## config.mk

```make
export PLATFORM = sky130hd
export DESIGN_NAME = insn_sequencer_flat
export DESIGN_NICKNAME = d
export VERILOG_FILES = /design/src/rtl/insn_sequencer_if.sv /design/src/rtl/insn_sequencer.sv /design/src/flat_wrapper.sv
export SDC_FILE = /design/constraint.sdc
export NUM_CORES = 2
export LEC_CHECK = 0
export CAP_MARGIN = 20
export CELL_PAD_IN_SITES_DETAIL_PLACEMENT = 0
export CELL_PAD_IN_SITES_GLOBAL_PLACEMENT = 2
export CORE_ASPECT_RATIO = 0.75
export CORE_UTILIZATION = 38
export CTS_CLUSTER_DIAMETER = 120
export CTS_CLUSTER_SIZE = 8
export DETAILED_ROUTE_END_ITERATION = 6
export PLACE_DENSITY_LB_ADDON = 0.1
export SYNTH_ARGS = -nofsm -noshare
export SYNTH_HDL_FRONTEND = slang
export SYNTH_SLANG_ARGS = --single-unit
export TNS_END_PERCENT = 50
```

## constraint.sdc

```tcl
create_clock -name clk -period 2.2 [get_ports clk]
set_clock_uncertainty 0.15 [all_clocks]
set_input_delay 0.22 -clock clk [delete_from_list [all_inputs] [get_ports clk]]
set_output_delay 0.22 -clock clk [all_outputs]
set_load 0.01 [all_outputs]
```

## src/rtl/insn_sequencer_if.sv

```systemverilog
// Instruction-memory fetch channel: request handshake plus response.
// The sequencer is the master; the memory is the slave.
interface insn_sequencer_if #(
  parameter int XLEN = 32
);
  logic            imem_req_valid;
  logic            imem_req_ready;
  logic [XLEN-1:0] imem_addr;
  logic            imem_rsp_valid;
  logic [31:0]     imem_rsp_data;

  modport master (
    output imem_req_valid,
    output imem_addr,
    input  imem_req_ready,
    input  imem_rsp_valid,
    input  imem_rsp_data
  );

  modport slave (
    input  imem_req_valid,
    input  imem_addr,
    output imem_req_ready,
    output imem_rsp_valid,
    output imem_rsp_data
  );
endinterface

```

## src/rtl/insn_sequencer.sv

```systemverilog
// Multi-cycle fetch/exec/writeback control FSM with a 32-entry regfile.
// Drives a combinational execution unit; halts on SYSTEM or bad opcodes.
module insn_sequencer #(
  parameter int          XLEN     = 32,
  parameter int unsigned RESET_PC = 0,
  parameter int          RETIRE_W = 32
) (
  input  logic                clk,
  input  logic                rst_n,
  insn_sequencer_if.master    imem,
  output logic [6:0]          ex_opcode,
  output logic [2:0]          ex_funct3,
  output logic [6:0]          ex_funct7,
  output logic [19:0]         ex_imm,
  output logic [XLEN-1:0]     ex_rs1,
  output logic [XLEN-1:0]     ex_rs2,
  input  logic                ex_rd_we,
  input  logic [XLEN-1:0]     ex_rd,
  output logic [XLEN-1:0]     pc,
  output logic [RETIRE_W-1:0] retired,
  output logic                halted,
  output logic                illegal,
  input  logic [4:0]          dbg_addr,
  output logic [XLEN-1:0]     dbg_data
);

  typedef enum logic [2:0] {
    S_FETCH,
    S_WAIT,
    S_EXEC,
    S_WB,
    S_HALT
  } state_t;

  localparam logic [6:0] OP_LUI = 7'b0110111;
  localparam logic [6:0] OP_ALU = 7'b0110011;
  localparam logic [6:0] OP_SYS = 7'b1110011;

  state_t          state;
  logic [31:0]     ir;
  logic [XLEN-1:0] rf [32];
  logic            wb_we;
  logic [XLEN-1:0] wb_data;
  logic            is_alu;
  logic            is_sys;

  // Request is a pure decode of the registered state, gated so it
  // stays low for the whole time reset is asserted.
  assign imem.imem_req_valid = rst_n && (state == S_FETCH);
  assign imem.imem_addr      = pc;

  assign ex_opcode = ir[6:0];
  assign ex_funct3 = ir[14:12];
  assign ex_funct7 = ir[31:25];
  assign ex_imm    = ir[31:12];
  assign ex_rs1    = rf[ir[19:15]];
  assign ex_rs2    = rf[ir[24:20]];

  // x0 is never written, so it reads back as zero everywhere.
  assign dbg_data = rf[dbg_addr];

  assign is_alu = (ir[6:0] == OP_LUI) || (ir[6:0] == OP_ALU);
  assign is_sys = (ir[6:0] == OP_SYS);

  // Sequencer FSM together with PC, counters, IR and regfile.
  always_ff @(posedge clk or negedge rst_n) begin
    if (!rst_n) begin
      state   <= S_FETCH;
      pc      <= XLEN'(RESET_PC);
      retired <= '0;
      halted  <= 1'b0;
      illegal <= 1'b0;
      ir      <= '0;
      wb_we   <= 1'b0;
      wb_data <= '0;
      for (int i = 0; i < 32; i++) begin
        rf[i] <= '0;
      end
    end else begin
      unique case (state)
        S_FETCH: begin
          if (imem.imem_req_ready) begin
            state <= S_WAIT;
          end
        end
        S_WAIT: begin
          if (imem.imem_rsp_valid) begin
            ir    <= imem.imem_rsp_data;
            state <= S_EXEC;
          end
        end
        S_EXEC: begin
          unique case (1'b1)
            is_alu: begin
              wb_we   <= ex_rd_we;
              wb_data <= ex_rd;
              state   <= S_WB;
            end
            is_sys: begin
              halted <= 1'b1;
              state  <= S_HALT;
            end
            default: begin
              halted  <= 1'b1;
              illegal <= 1'b1;
              state   <= S_HALT;
            end
          endcase
        end
        S_WB: begin
          if (wb_we && (ir[11:7] != 5'd0)) begin
            rf[ir[11:7]] <= wb_data;
          end
          pc      <= pc + XLEN'(4);
          retired <= retired + RETIRE_W'(1);
          state   <= S_FETCH;
        end
        S_HALT: begin
          state <= S_HALT;
        end
        default: begin
          state <= S_FETCH;
        end
      endcase
    end
  end

endmodule
```

## src/flat_wrapper.sv

```systemverilog
// flat-port wrapper written by rule: the top's interface ports become plain ports
module insn_sequencer_flat 
#(
  parameter int          XLEN     = 32,
  parameter int unsigned RESET_PC = 0,
  parameter int          RETIRE_W = 32
)
  (clk, rst_n, ex_opcode, ex_funct3, ex_funct7, ex_imm, ex_rs1, ex_rs2, ex_rd_we, ex_rd, pc, retired, halted, illegal, dbg_addr, dbg_data, imem_imem_req_valid, imem_imem_addr, imem_imem_req_ready, imem_imem_rsp_valid, imem_imem_rsp_data);
  insn_sequencer_if #(.XLEN(XLEN)) imem_i ();
  input  logic clk;
  input  logic rst_n;
  output logic [6:0] ex_opcode;
  output logic [2:0] ex_funct3;
  output logic [6:0] ex_funct7;
  output logic [19:0] ex_imm;
  output logic [XLEN-1:0] ex_rs1;
  output logic [XLEN-1:0] ex_rs2;
  input  logic ex_rd_we;
  input  logic [XLEN-1:0] ex_rd;
  output logic [XLEN-1:0] pc;
  output logic [RETIRE_W-1:0] retired;
  output logic halted;
  output logic illegal;
  input  logic [4:0] dbg_addr;
  output logic [XLEN-1:0] dbg_data;
  output wire logic [$bits(imem_i.imem_req_valid)-1:0] imem_imem_req_valid;
  output wire logic [$bits(imem_i.imem_addr)-1:0] imem_imem_addr;
  input wire logic [$bits(imem_i.imem_req_ready)-1:0] imem_imem_req_ready;
  input wire logic [$bits(imem_i.imem_rsp_valid)-1:0] imem_imem_rsp_valid;
  input wire logic [$bits(imem_i.imem_rsp_data)-1:0] imem_imem_rsp_data;
  assign imem_imem_req_valid = imem_i.imem_req_valid;
  assign imem_imem_addr = imem_i.imem_addr;
  assign imem_i.imem_req_ready = imem_imem_req_ready;
  assign imem_i.imem_rsp_valid = imem_imem_rsp_valid;
  assign imem_i.imem_rsp_data = imem_imem_rsp_data;
  insn_sequencer #(.XLEN(XLEN), .RESET_PC(RESET_PC), .RETIRE_W(RETIRE_W)) u_core (.clk(clk), .rst_n(rst_n), .imem(imem_i), .ex_opcode(ex_opcode), .ex_funct3(ex_funct3), .ex_funct7(ex_funct7), .ex_imm(ex_imm), .ex_rs1(ex_rs1), .ex_rs2(ex_rs2), .ex_rd_we(ex_rd_we), .ex_rd(ex_rd), .pc(pc), .retired(retired), .halted(halted), .illegal(illegal), .dbg_addr(dbg_addr), .dbg_data(dbg_data));
endmodule
```

==> flow_metrics.py <==
metrics = {
    "outcome": {
        "status": "complete, but fails checks",
        "violations": "negative setup slack",
    },
    "critical_path": {
        "crit_required_ps": 1830,
        "cp.arrival_ps": 3020,
        "crit_type": "reg -> out",
        "start_kind": "flop",
        "crit_path_end_kind": "output port",
        "path_max_fanout": 7,
    },
    "power_and_ir_drop": {
        "vdd_drop_max_uv": 788.1,
        "p_leak_nw": 46.00,
        "p_sw_frac": 0.3906,
        "p_switching_mw": 40.88,
        "pwr-share-clk": 0.221,
        "power_density_mw_per_mm2": 1098,
        "p_total_mw": 104.7,
        "p_seq_frac": 0.217,
        "power.internal_mw": 63.78,
        "combPwrFrac": 0.563,
    },
    "cells_and_area": {
        "design_area_mm2": 0.09534,
        "mostFrequentLayoutCell": "mux2i_1",
        "nets": 7282,
        "layout_common_cells": "mux2i_1, dfrtp_1, mux2_2, buf_4, nand2_1",
        "fillers": 16040,
        "final_layout_size_suffix_gt1_frac": 0.3932,
        "area_growth_pct": 36.10,
        "final_cells": 9636,
        "num_antenna_cells": 0,
    },
    "routing": {
        "routedWlPerCell_um": 30.96,
        "first_pass_iters": 5,
        "drt-total-wl_um": 298300,
        "first_iter_violations": 4871,
        "viasPerCell": 5.905,
        "vias": 56900,
        "antenna_left": 0,
        "drc_errors": 0,
    },
    "placement": {
        "gp_congestion": 0.8527,
        "placed_cells": 9051,
        "dp_hpwl_um": 187500,
        "numPortBuffers": 301,
        "place_area_mm2": 0.08191,
    },
    "timing": {
        "maxSlewViolCount": 0,
        "rsz0062_at_grt": "true",
        "tightest_slew_ps": 1097,
        "final-setup-viol-count": 831,
        "fin_ws_ps": -1195,
        "fmax_mhz": 294.6,
        "whs_ps": 86.02,
        "finalHoldViolCount": 0,
        "period_share": 1.543,
        "slew_headroom": 0.2688,
        "min_period_ps": 3395,
    },
    "global_route": {
        "antenna_found_initial": 4,
        "grt_overflow": 0,
        "first_global_vias": 56720,
        "grt_pass1_wl_um": 423300,
        "grt_util_all_layers": 0.3098,
        "grt_max_degree": 132,
    },
    "yosys": {
        "synth-async-reset-ratio": 1.000,
        "ys.flop_type": "dfrtp_1",
        "netlist_instances": 6241,
        "postSynthAreaPerCell_um2": 11.22,
        "synth_cell_type_count": 45,
        "synth_area_mm2": 0.07005,
        "yosysSeqAreaShare": 0.4130,
        "ys_ff_latch": 1156,
        "synth-edff-count": 0,
        "yosysWarnings": 0,
    },
    "hold_path": {
        "hold_class": "in -> reg",
    },
    "floorplan": {
        "die_w_um": 497.8,
        "ios": 306,
        "core_mm2": 0.1831,
        "start_util": 0.3826,
        "placement_rows": 136,
        "fp.dieH_um": 373.8,
        "die_area_mm2": 0.1861,
    },
    "clock_network": {
        "clkTransAtPathRegs_ps": 50,
        "clk_path_buf_depth": 3,
        "cts_buffers": 162,
        "ctsHtreeMaxLevel": 4,
        "cts_sinks": 1156,
        "clk_latency_ps": 810,
        "cts_tree": "yes",
        "root_buffer": "clkbuf_16",
    },
    "job": {
        "drv_cap": 0,
    },
}
synth_stat cells, types with 2 or more instances:
cell      number  area share
a22o_1       192       0.024
nand3_1      303       0.022
inv_1          3     0.00016
and4_1         7     0.00088
dfrtp_1     1156        0.41
xnor2_1       43      0.0054
buf_1         42      0.0023
or2_2          5     0.00045
nand2b_1      15      0.0013
mux2_2      1041        0.17
nor2_1        21      0.0011
and2_1         6     0.00054
and3_1         8     0.00071
clkbuf_1     318       0.017
nor2_2         3     0.00027
xor2_1        17      0.0021
nand3_2        3     0.00043
nor2b_1       14      0.0013
nand3_4        2     0.00050
nand2_1      345       0.018
nand4_2        2     0.00036
mux2i_1     1537        0.22
nor3_2         4     0.00057
a21oi_1      291       0.021
buf_2        239       0.017
ha_1           2     0.00036
nand4_1       15      0.0013
buf_4         86      0.0092
a31oi_1       96      0.0086
a22oi_1      288       0.031
nor4_2         2     0.00036
nor4_1         2     0.00018
nor3_1       104      0.0074
mux2_1        18      0.0029
flip-flops by register name, summed over array words and instances (netlist names):
register	count
u_core.state	3
u_core.ir	32
u_core.imem.imem_addr	30
u_core.retired	32
u_core.rf	1024
u_core.illegal	1
u_core.wb_we	1
u_core.halted	1
u_core.wb_data	32
cells by family after synthesis:
logic type	Yosys count	share of synthesized area
AO/OA/AOI/OAI	868	0.08434
AND/OR/NAND/NOR	870	0.05918
XOR/XNOR	60	0.007502
other	1	0.00005353
flip-flops	1156	0.4130
buffers and inverters	688	0.04574
multiplexers	2596	0.3899
adder cells (fa/ha/maj)	2	0.0003572
metrics by stage:
step | setup TNS [ps] | util | setup slack (ps)
6_report | -117970 | 0.5207 | -1195
5_1_grt | -174000 | 0.5207 | -1234
4_1_cts | -109860 | 0.5078 | -1217
3_5_place_dp | -99500 | 0.4474 | -1260
3_3_place_gp | -96430 | 0.4474 | -1281
2_1_floorplan | 0 | - | 65.86
final timing paths:
path | startpoint | endpoint | slack, ps | cells after the start
max | u_core.ir[21] | ex_rs2[0] | -1190 | 11
min | ex_rd[0] | u_core.wb_data[0] | 90 | 2
max reg2reg | u_core.state[2] | u_core.rf[98] | -220 | 10
min reg2reg | u_core.rf[1011] | u_core.rf[1011] | 270 | 0
max in group asynchronous | rst_n | u_core.ir[7] | 180 | 5
min in group asynchronous | rst_n | u_core.rf[232] | 530 | 4
power groups by stage:
stage	sequential [mW]	combinational, mW	clock [mW]
after floorplan	22.6	21.5	0
after global placement	23.3	43.7	0
after detailed placement	23.3	43.5	0
after CTS	22.9	54.9	23.7
after global routing	22.7	60.7	24.5
final	22.7	58.9	23.1
routing by layer:
| layer | vias up | part of all wire | track usage | routed length, µm |
|---|---|---|---|---|
| met2 | 1830 | 0.44 | 0.4731 | 131900 |
| met1 | 29690 | 0.47 | 0.4540 | 141100 |
| met3 | 412 | 0.056 | 0.04528 | 16770 |
| met5 | - | 0 | 0 | 0 |
| met4 | 0 | 0.029 | 0.08294 | 8527 |
| li1 | 24970 | - | - | - |
what timing repair did:
action | 4_1_cts | 5_1_grt
setup buffers | 209 | 104
endpoints found under the setup margin | 667 | 684
pin swaps | 298 | 249
cloned | 50 | 23
hold buffers | 68 | 0
endpoints found under the hold margin | 1221 | 0
resized for setup | 1132 | 236
critical path, cell delays in order (launching register included):
cell     delay (ps)
dfrtp_4         490
buf_12          160
buf_12          140
buf_12          150
buf_16          150
buf_8           140
mux2i_1         200
a22o_1          250
nor3_4           60
a31oi_4         200
nand3_2         120
buf_6           150
cell type report:
class	count	area, µm²	share of cell area
tap	2415	3022	0.03169
timing repair buffer	1483	18300	0.1920
sequential	1156	28960	0.3037
inverter	3	11.26	0.0001181
multi-input combinational	4400	40750	0.4274
clock inverter	12	163.9	0.001719
clock buffer	167	4136	0.04339
Power figures use the tool's default switching activity.
